===== src/rtl/decoder_core.sv =====
// RV32I main decoder: purely combinational decode of the fetched instruction word,
// plus a sticky flag that remembers any illegal instruction seen since reset.
module decoder_core (
    input  logic        clk_i,
    input  logic        rst_i,
    input  logic [31:0] fetched_instr_i,
    output logic [1:0]  ex_op_a_sel_o,
    output logic [2:0]  ex_op_b_sel_o,
    output logic [4:0]  alu_op_o,
    output logic        mem_req_o,
    output logic        mem_we_o,
    output logic [2:0]  mem_size_o,
    output logic        gpr_we_a_o,
    output logic        wb_src_sel_o,
    output logic        illegal_instr_o,
    output logic        branch_o,
    output logic        jal_o,
    output logic        jalr_o,
    output logic        illegal_seen_o
);
    localparam logic [4:0] OpcLoad    = 5'b00000;
    localparam logic [4:0] OpcMiscMem = 5'b00011;
    localparam logic [4:0] OpcOpImm   = 5'b00100;
    localparam logic [4:0] OpcAuipc   = 5'b00101;
    localparam logic [4:0] OpcStore   = 5'b01000;
    localparam logic [4:0] OpcOp      = 5'b01100;
    localparam logic [4:0] OpcLui     = 5'b01101;
    localparam logic [4:0] OpcBranch  = 5'b11000;
    localparam logic [4:0] OpcJalr    = 5'b11001;
    localparam logic [4:0] OpcJal     = 5'b11011;
    localparam logic [4:0] OpcSystem  = 5'b11100;

    localparam logic [1:0] OpARs1 = 2'd0, OpAPc = 2'd1, OpAZero = 2'd2;
    localparam logic [2:0] OpBRs2 = 3'd0, OpBImmI = 3'd1, OpBImmU = 3'd2;
    localparam logic [2:0] OpBImmS = 3'd3, OpBIncr = 3'd4;

    localparam logic [4:0] AluAdd = 5'b00000, AluSub = 5'b01000, AluSll = 5'b00001;
    localparam logic [4:0] AluSlts = 5'b00010, AluSltu = 5'b00011, AluXor = 5'b00100;
    localparam logic [4:0] AluSrl = 5'b00101, AluSra = 5'b01101, AluOr = 5'b00110;
    localparam logic [4:0] AluAnd = 5'b00111, AluEq = 5'b11000, AluNe = 5'b11001;
    localparam logic [4:0] AluLts = 5'b11100, AluGes = 5'b11101, AluLtu = 5'b11110;
    localparam logic [4:0] AluGeu = 5'b11111;

    localparam logic [2:0] SizeW = 3'd2;

    logic [4:0] opc;
    logic [2:0] f3;
    logic [6:0] f7;
    logic       illegal;
    logic       illegal_seen_q, illegal_seen_d;
    logic       unused_bits;

    assign opc = fetched_instr_i[6:2];
    assign f3  = fetched_instr_i[14:12];
    assign f7  = fetched_instr_i[31:25];
    assign unused_bits = ^{fetched_instr_i[24:15], fetched_instr_i[11:7]};

    always_comb begin
        ex_op_a_sel_o = OpARs1;
        ex_op_b_sel_o = OpBRs2;
        alu_op_o      = AluAdd;
        mem_req_o     = 1'b0;
        mem_we_o      = 1'b0;
        mem_size_o    = SizeW;
        gpr_we_a_o    = 1'b0;
        wb_src_sel_o  = 1'b0;
        branch_o      = 1'b0;
        jal_o         = 1'b0;
        jalr_o        = 1'b0;
        illegal       = (fetched_instr_i[1:0] != 2'b11);

        case (opc)
            OpcLoad: begin
                ex_op_b_sel_o = OpBImmI;
                mem_req_o     = 1'b1;
                gpr_we_a_o    = 1'b1;
                wb_src_sel_o  = 1'b1;
                mem_size_o    = f3;
                if (f3 == 3'd3 || f3 == 3'd6 || f3 == 3'd7) illegal = 1'b1;
            end
            OpcStore: begin
                ex_op_b_sel_o = OpBImmS;
                mem_req_o     = 1'b1;
                mem_we_o      = 1'b1;
                mem_size_o    = f3;
                if (f3 > 3'd2) illegal = 1'b1;
            end
            OpcOpImm: begin
                ex_op_b_sel_o = OpBImmI;
                gpr_we_a_o    = 1'b1;
                case (f3)
                    3'd0: alu_op_o = AluAdd;
                    3'd1: begin
                        alu_op_o = AluSll;
                        if (f7 != 7'h00) illegal = 1'b1;
                    end
                    3'd2: alu_op_o = AluSlts;
                    3'd3: alu_op_o = AluSltu;
                    3'd4: alu_op_o = AluXor;
                    3'd5: begin
                        if (f7 == 7'h00)      alu_op_o = AluSrl;
                        else if (f7 == 7'h20) alu_op_o = AluSra;
                        else                  illegal  = 1'b1;
                    end
                    3'd6: alu_op_o = AluOr;
                    default: alu_op_o = AluAnd;
                endcase
            end
            OpcOp: begin
                gpr_we_a_o = 1'b1;
                if (f7 == 7'h00) begin
                    case (f3)
                        3'd0: alu_op_o = AluAdd;
                        3'd1: alu_op_o = AluSll;
                        3'd2: alu_op_o = AluSlts;
                        3'd3: alu_op_o = AluSltu;
                        3'd4: alu_op_o = AluXor;
                        3'd5: alu_op_o = AluSrl;
                        3'd6: alu_op_o = AluOr;
                        default: alu_op_o = AluAnd;
                    endcase
                end else if (f7 == 7'h20 && f3 == 3'd0) begin
                    alu_op_o = AluSub;
                end else if (f7 == 7'h20 && f3 == 3'd5) begin
                    alu_op_o = AluSra;
                end else begin
                    illegal = 1'b1;
                end
            end
            OpcLui: begin
                ex_op_a_sel_o = OpAZero;
                ex_op_b_sel_o = OpBImmU;
                gpr_we_a_o    = 1'b1;
            end
            OpcAuipc: begin
                ex_op_a_sel_o = OpAPc;
                ex_op_b_sel_o = OpBImmU;
                gpr_we_a_o    = 1'b1;
            end
            OpcBranch: begin
                branch_o = 1'b1;
                case (f3)
                    3'd0: alu_op_o = AluEq;
                    3'd1: alu_op_o = AluNe;
                    3'd4: alu_op_o = AluLts;
                    3'd5: alu_op_o = AluGes;
                    3'd6: alu_op_o = AluLtu;
                    3'd7: alu_op_o = AluGeu;
                    default: illegal = 1'b1;
                endcase
            end
            OpcJal: begin
                ex_op_a_sel_o = OpAPc;
                ex_op_b_sel_o = OpBIncr;
                gpr_we_a_o    = 1'b1;
                jal_o         = 1'b1;
            end
            OpcJalr: begin
                ex_op_a_sel_o = OpAPc;
                ex_op_b_sel_o = OpBIncr;
                gpr_we_a_o    = 1'b1;
                jalr_o        = 1'b1;
                if (f3 != 3'd0) illegal = 1'b1;
            end
            OpcMiscMem, OpcSystem: ;
            default: illegal = 1'b1;
        endcase

        // Illegal instructions must not leak any side effect into the datapath.
        if (illegal) begin
            ex_op_a_sel_o = OpARs1;
            ex_op_b_sel_o = OpBRs2;
            alu_op_o      = AluAdd;
            mem_req_o     = 1'b0;
            mem_we_o      = 1'b0;
            mem_size_o    = SizeW;
            gpr_we_a_o    = 1'b0;
            wb_src_sel_o  = 1'b0;
            branch_o      = 1'b0;
            jal_o         = 1'b0;
            jalr_o        = 1'b0;
        end
    end

    assign illegal_instr_o = illegal;
    assign illegal_seen_d  = illegal_seen_q | illegal;

    always_ff @(posedge clk_i or posedge rst_i) begin
        if (rst_i) illegal_seen_q <= 1'b0;
        else       illegal_seen_q <= illegal_seen_d;
    end

    assign illegal_seen_o = illegal_seen_q;
endmodule


===== config.mk =====
export PLATFORM = sky130hd
export DESIGN_NAME = decoder_core
export DESIGN_NICKNAME = d
export VERILOG_FILES = /design/src/rtl/decoder_core.sv
export SDC_FILE = /design/constraint.sdc
export NUM_CORES = 1
export LEC_CHECK = 0
export ABC_AREA = 1
export BUFFER_PORTS_ARGS = -buffer_cell sky130_fd_sc_hd__buf_2
export CAP_MARGIN = 20
export CORE_ASPECT_RATIO = 1.1
export CORE_MARGIN = 2
export CORE_UTILIZATION = 39
export CTS_CLUSTER_DIAMETER = 150
export DETAILED_ROUTE_END_ITERATION = 8
export PLACE_DENSITY = 0.82
export SLEW_MARGIN = 20
export SYNTH_ARGS = -nofsm -noshare
export SYNTH_HDL_FRONTEND = slang
export SYNTH_SLANG_ARGS = --single-unit

===== constraint.sdc =====
create_clock -name clk_i -period 1.7 [get_ports clk_i]
set_clock_uncertainty 0.1 [all_clocks]
set_input_delay 0.255 -clock clk_i [delete_from_list [all_inputs] [get_ports clk_i]]
set_output_delay 0.255 -clock clk_i [all_outputs]
set_load 0.01 [all_outputs]

==> results.rst, run 1 <==
.. list-table::
   :header-rows: 1

   * - Metric
     - Value
   * - Adder-Cell Fraction of Synth Area
     - 0%
   * - Number of different library cells in the post-synthesis netlist
     - 25
   * - Ports placed on the boundary
     - 56
   * - Xor and xnor area share after synthesis
     - 0%
   * - Port Buffers
     - 40
   * - GR repair worst EP
     - gpr_we_a_o
   * - Per-instance average area after synthesis
     - 5.175 sq um
   * - Cell area after synthesis
     - about 720 sq um
   * - Pin count of the biggest net entering global routing
     - 9
   * - Most frequent cell after synthesis
     - sky130_fd_sc_hd__nor2_1
   * - Synth Area in Simple Gates
     - between 60% and 70%
   * - Main combinational cell family by area after synthesis
     - simple AND/OR/NAND/NOR gates
   * - Number of instances in the synthesized netlist
     - between 100 and 150
   * - Most common library cells after synthesis
     - 27 x sky130_fd_sc_hd__nor2_1, 24 x sky130_fd_sc_hd__nand2_1, 23 x sky130_fd_sc_hd__inv_1, 19 x sky130_fd_sc_hd__nand3_1, 10 x sky130_fd_sc_hd__nor2_2
   * - Stage where the flow stopped
     - 5_1_grt
   * - Setup slack after placement
     - -0.3256 ns
   * - Seq cells post-synth
     - 1
   * - Die Ht
     - 49.20 um
   * - Synthesis warning total
     - 0
   * - Routability Congestion
     - 0.8646
   * - Initial cell density of the core
     - between 40% and 50%
   * - Synthesized net count
     - between 150 and 200
   * - Fraction of the mapped netlist area in compound gates
     - around 15%
   * - Kind of the worst endpoint
     - primary output
   * - GRT Resource Usage Total
     - 70.43%
   * - Synth area leader
     - sky130_fd_sc_hd__nor2_1
   * - Leading cell types by total area after synthesis
     - sky130_fd_sc_hd__nor2_1 14%, sky130_fd_sc_hd__nand3_1 13%, sky130_fd_sc_hd__nand2_1 12%
   * - Portion of netlist area occupied by mux cells
     - 0%
   * - Die width
     - around 45 um
   * - Area share of the largest cell type after synthesis
     - between 10% and 20%
   * - Share of flip-flops with an asynchronous set or reset after synthesis
     - between 90% and 100%
   * - Post-synth EDFFs
     - 0
   * - Error msg
     - [ERROR GRT-0232] Routing congestion too high. Check the congestion heatmap in the GUI.
   * - Floorplan row count
     - 16
   * - Post-detailed-placement half-perimeter wirelength
     - between 2000 and 2500 um
   * - Dominant register cell in the synthesized netlist
     - sky130_fd_sc_hd__dfrtp_1
   * - Fraction of the yosys area taken by sequential cells
     - under 10%
   * - Outcome
     - stopped before the end
   * - Final global-route overflow total
     - 29
-- logic make-up after synthesis --
family	Yosys count
compound gates	18
buf+inv	27
flops	1
simple gates	94
-- stage by stage --
step | area, sq um | setup TNS [ns] | std cells | util, % | hold WS, ns
after floorplan | 726.9 | 0 | 140 | - | -0.1163
after global placement | 1177 | -4.420 | 230 | 66.83 | -0.01360
after detailed placement | 1177 | -5.814 | 230 | 66.83 | -0.005873
after CTS | 1399 | -4.626 | 238 | 79.40 | 0.3576
-- repair_timing --
| action | 4_1_cts |
|---|---|
| setup buffers | 6 |
| gates cloned | 1 |
| hold buffers | 1 |
| setup endpoints to repair | 21 |
| endpoints found under the hold margin | 1 |
| pin swaps | 18 |
| gates resized for setup | 42 |
-- routing by layer --
metal / overflow / global-route usage (%)
met5: 0 / 0
met4: 14 / 75.49
met3: 0 / 45.56
met2: 15 / 91.19
met1: 0 / 69.18
==> run 2: changes to the inputs <==
--- a/config.mk
+++ b/config.mk
@@ -8,12 +8,10 @@
 export ABC_AREA = 1
 export BUFFER_PORTS_ARGS = -buffer_cell sky130_fd_sc_hd__buf_2
 export CAP_MARGIN = 20
-export CORE_ASPECT_RATIO = 1.1
-export CORE_MARGIN = 2
-export CORE_UTILIZATION = 39
-export CTS_CLUSTER_DIAMETER = 150
+export CORE_AREA = 2 2 63 65
 export DETAILED_ROUTE_END_ITERATION = 8
-export PLACE_DENSITY = 0.82
+export DIE_AREA = 0 0 65 67
+export PLACE_DENSITY_LB_ADDON = 0.15
 export SLEW_MARGIN = 20
 export SYNTH_ARGS = -nofsm -noshare
 export SYNTH_HDL_FRONTEND = slang
==> run 2 against run 1 <==
Net effect:
- the flow now finishes, with violations (negative setup slack)
- synthesized area unchanged
- synthesized cell count unchanged
==> results.rst, run 2 <==
.. list-table::
   :header-rows: 1

   * - Metric
     - Value
   * - Outcome
     - finished, violations left
   * - Violated checks
     - negative setup slack
   * - Routing usage on met3
     - less than 1%
   * - Share of flip-flops with an asynchronous set or reset after synthesis
     - 100.0% (unchanged)
   * - Power share of the combinational group
     - 92.4%
   * - Leading cell types by total area after synthesis
     - sky130_fd_sc_hd__nor2_1 14%, sky130_fd_sc_hd__nand3_1 13%, sky130_fd_sc_hd__nand2_1 12%
   * - Shortest clock period the worst path allows after layout
     - just under 2 ns
   * - Final-stage net count
     - 260
   * - Core outline area
     - roughly 3600 sq um
   * - Worst setup EP type
     - primary output
   * - Longest individual stage delay on the worst path
     - between 0.15 and 0.2 ns
   * - Total net switching power
     - ~0.16 mW
   * - Crit-path most repeated cell
     - sky130_fd_sc_hd__nor2_2
   * - WL/cell
     - ~10 um
   * - Synthesis warning total
     - 0 (unchanged)
   * - Placed insts
     - 262 (+14%)
   * - Top library cells by usage in the layout, fill and taps aside
     - 42 x sky130_fd_sc_hd__buf_4, 30 x sky130_fd_sc_hd__buf_2, 19 x sky130_fd_sc_hd__nor2_2
   * - Die width
     - 65 um (+44%)
   * - Most common library cells after synthesis
     - 27 x sky130_fd_sc_hd__nor2_1, 24 x sky130_fd_sc_hd__nand2_1, 23 x sky130_fd_sc_hd__inv_1, 19 x sky130_fd_sc_hd__nand3_1, 10 x sky130_fd_sc_hd__nor2_2
   * - Worst relative slew slack
     - between 80% and 90%
   * - Leading cell type in the layout, fill and taps excluded
     - sky130_fd_sc_hd__buf_4
   * - Share of total power in the clock network
     - 0%
   * - Max Cap Viol
     - 0
   * - Total design power
     - 0.3175 mW
   * - Cell area after synthesis
     - 724.4 sq um (unchanged)
   * - Dominant register cell in the synthesized netlist
     - sky130_fd_sc_hd__dfrtp_1
   * - Met2 GRT Util
     - 25.64%
   * - Number of antenna violations at the first check in global routing
     - 0
   * - Type of the most critical hold path
     - reg -> reg
   * - Total leakage power
     - 0.8278 nW
   * - Crit share post-route
     - 113.8%
   * - Pin count of the biggest net entering global routing
     - 13
   * - Crit path launch type
     - input port
   * - Floorplan row count
     - 22 (+6)
   * - Peak-usage layer in the global routing report
     - met2
   * - Total power divided by cell area
     - 205.3 nW/um^2
   * - Number of antenna-violating nets in the routed design
     - 0
   * - First-pass iteration count of the detailed router
     - 4
   * - Critical Path Slowest Stage Cell
     - sky130_fd_sc_hd__nor2_4
   * - Area share of the largest cell type after synthesis
     - 13.99% (unchanged)
   * - Port Buffers
     - 40 (unchanged)
   * - First-pass GRT wire length
     - 4498 um
   * - Post-place instance area
     - 1230 sq um (+4.5%)
   * - Fraction of the yosys area taken by sequential cells
     - 3.454% (unchanged)
   * - Clock edge transition at the registers on the reported setup and hold paths
     - 0 ns
   * - Part of the total power dissipated in sequential elements
     - 7.6%
   * - Fraction of the mapped netlist area in compound gates
     - 14.51% (unchanged)
   * - Initial cell density of the core
     - 20.09% (-21 points)
   * - Synth Area in Simple Gates
     - 65.80% (unchanged)
   * - Maximum clock rate
     - 516.7 MHz
   * - Final global-route overflow total
     - 0
   * - Post-detailed-placement half-perimeter wirelength
     - 2196 um (+6.0%)
   * - Number of global-route vias before repair
     - 1052
   * - Main combinational cell family by area after synthesis
     - simple AND/OR/NAND/NOR gates
   * - Number of instances in the synthesized netlist
     - 140 (unchanged)
   * - Worst Path Arrival
     - between 1.5 and 2 ns
   * - Critical path start-end classification
     - in -> out
   * - Number of pins exceeding their max-slew limit in the final report
     - 0
   * - Synthesized net count
     - 174 (unchanged)
   * - Routed vias/inst
     - 4.165
   * - Number of standard cells in the layout, taps in and fillers out
     - about 270
   * - Worst VDD drop
     - roughly 0.07 mV
   * - Number of different library cells in the post-synthesis netlist
     - 25 (unchanged)
   * - Max reg flops
     - 1
   * - Sequence of cells on the critical path
     - buf_6, nor2_4, nand3_2, nor2_2, nor2_2, nor2_1, nor2_2, nor2_4, nand2_4, nor2_1, buf_2
   * - Seq cells post-synth
     - 1 (unchanged)
   * - Ports placed on the boundary
     - 56 (unchanged)
   * - Clock Latency Late Sink
     - 0 ns
   * - Post-layout worst setup margin
     - -0.2353 ns
   * - Die Ht
     - 67 um (+36%)
   * - GRT Resource Usage Total
     - approximately an eighth
   * - Number of endpoints with negative hold slack in the final report
     - 0
   * - Per-instance average area after synthesis
     - 5.175 sq um (unchanged)
   * - DRT Wirelength
     - between 2000 and 3000 um
   * - Total Neg Setup Slack
     - -4.005 ns
   * - Post-synth EDFFs
     - 0 (unchanged)
   * - Area added between synthesis and finish
     - 113.5%
   * - Xor and xnor area share after synthesis
     - 0% (unchanged)
   * - Antenna cell count
     - 0
   * - Pin slew with the least headroom to its limit
     - roughly 0.26 ns
   * - Worst EP required
     - between 1 and 1.5 ns
   * - Portion of netlist area occupied by mux cells
     - 0% (unchanged)
   * - Die area
     - between 4000 and 5000 sq um
   * - Layout cells sized above 1
     - between 60% and 70%
   * - RSZ-0062 raised after global routing
     - yes
   * - Adder-Cell Fraction of Synth Area
     - 0% (unchanged)
   * - Critical Path Fanout Max
     - 12
   * - Final setup vio count
     - 21
   * - Proportion of total power due to net switching
     - between 40% and 50%
   * - Most frequent cell after synthesis
     - sky130_fd_sc_hd__nor2_1
   * - Routability Congestion
     - 0.7729 (-11%)
   * - Internal cell power
     - 0.1623 mW
   * - Synth area leader
     - sky130_fd_sc_hd__nor2_1
   * - Area of all placed cells without fillers
     - around 1500 sq um
   * - Iter 0 DRT Violations
     - 34
   * - Remaining design rule violation count
     - 0
   * - Total vias in the final route
     - 1133
   * - Met1 track demand over resource in global routing
     - 15.83%
-- run 2: cell counts after synthesis --
No cell type changed its count.
-- run 2: kinds of logic after synthesis --
group,after synthesis
buffers and inverters,27
DFF,1
and+or+nand+nor,94
AOI/OAI and AO/OA,18
-- run 2: cell type report --
type	count	area [sq um]
Timing Repair Buffer	85	614.3
Fill cell	403	2059
Inverter	26	97.59
Sequential cell	1	25.02
Tap cell	48	60.06
Multi-Input combinational cell	112	749.5
-- run 2: final timing paths --
check	from	end	slack (ns)	cells past startpoint
min in group asynchronous	rst_i	illegal_seen_o	0.53	3
worst min-delay path	illegal_seen_o	illegal_seen_o	0.35	1
worst min register to register	illegal_seen_o	illegal_seen_o	0.35	1
worst max-delay path	fetched_instr_i[31]	alu_op_o[4]	-0.24	11
worst max register to register	illegal_seen_o	illegal_seen_o	0.98	1
max in group asynchronous	rst_i	illegal_seen_o	0.88	3
-- run 2: worst max-delay path, delay by kind of cell --
family        cells  cell delay (ns)
buf+inv           2             0.23
simple gates      9             1.08
-- run 2: metal layers --
metal | part of all wire [%] | vias to the layer above
li1 | - | 619
met1 | 46 | 485
met2 | 49 | 29
met3 | 4.5 | 0
met4 | 0 | 0
met5 | 0 | -
-- run 2: stage by stage --
| stage | utilization (%) | hold WS, ns | worst slack [ns] |
|---|---|---|---|
| floorplan | - | -0.1163 | 0.005765 |
| global placement | 34.11 | -0.01259 | -0.3584 |
| detailed placement | 34.11 | -0.009006 | -0.3504 |
| CTS | 42.37 | 0.3585 | -0.2323 |
| global route | 42.89 | 0.4128 | -0.3571 |
| finish | 42.89 | 0.3515 | -0.2353 |
-- run 2: timing repair --
item,CTS,global route
pin swaps,13,0
hold buffers,1,0
buffers inserted,8,1
endpoints found under the hold margin,1,0
endpoints found under the setup margin,22,22
gates resized for setup,68,5
-- run 2: power groups by stage --
| stage | clock (mW) | combinational (mW) | sequential [mW] |
|---|---|---|---|
| 6_report | 0 | 0.293 | 0.0242 |
| 4_1_cts | 0 | 0.286 | 0.0242 |
| 2_1_floorplan | 0 | 0.121 | 0.0242 |
| 5_1_grt | 0 | 0.320 | 0.0242 |
| 3_5_place_dp | 0 | 0.225 | 0.0242 |
| 3_3_place_gp | 0 | 0.226 | 0.0242 |
Power figures use the tool's default switching activity.
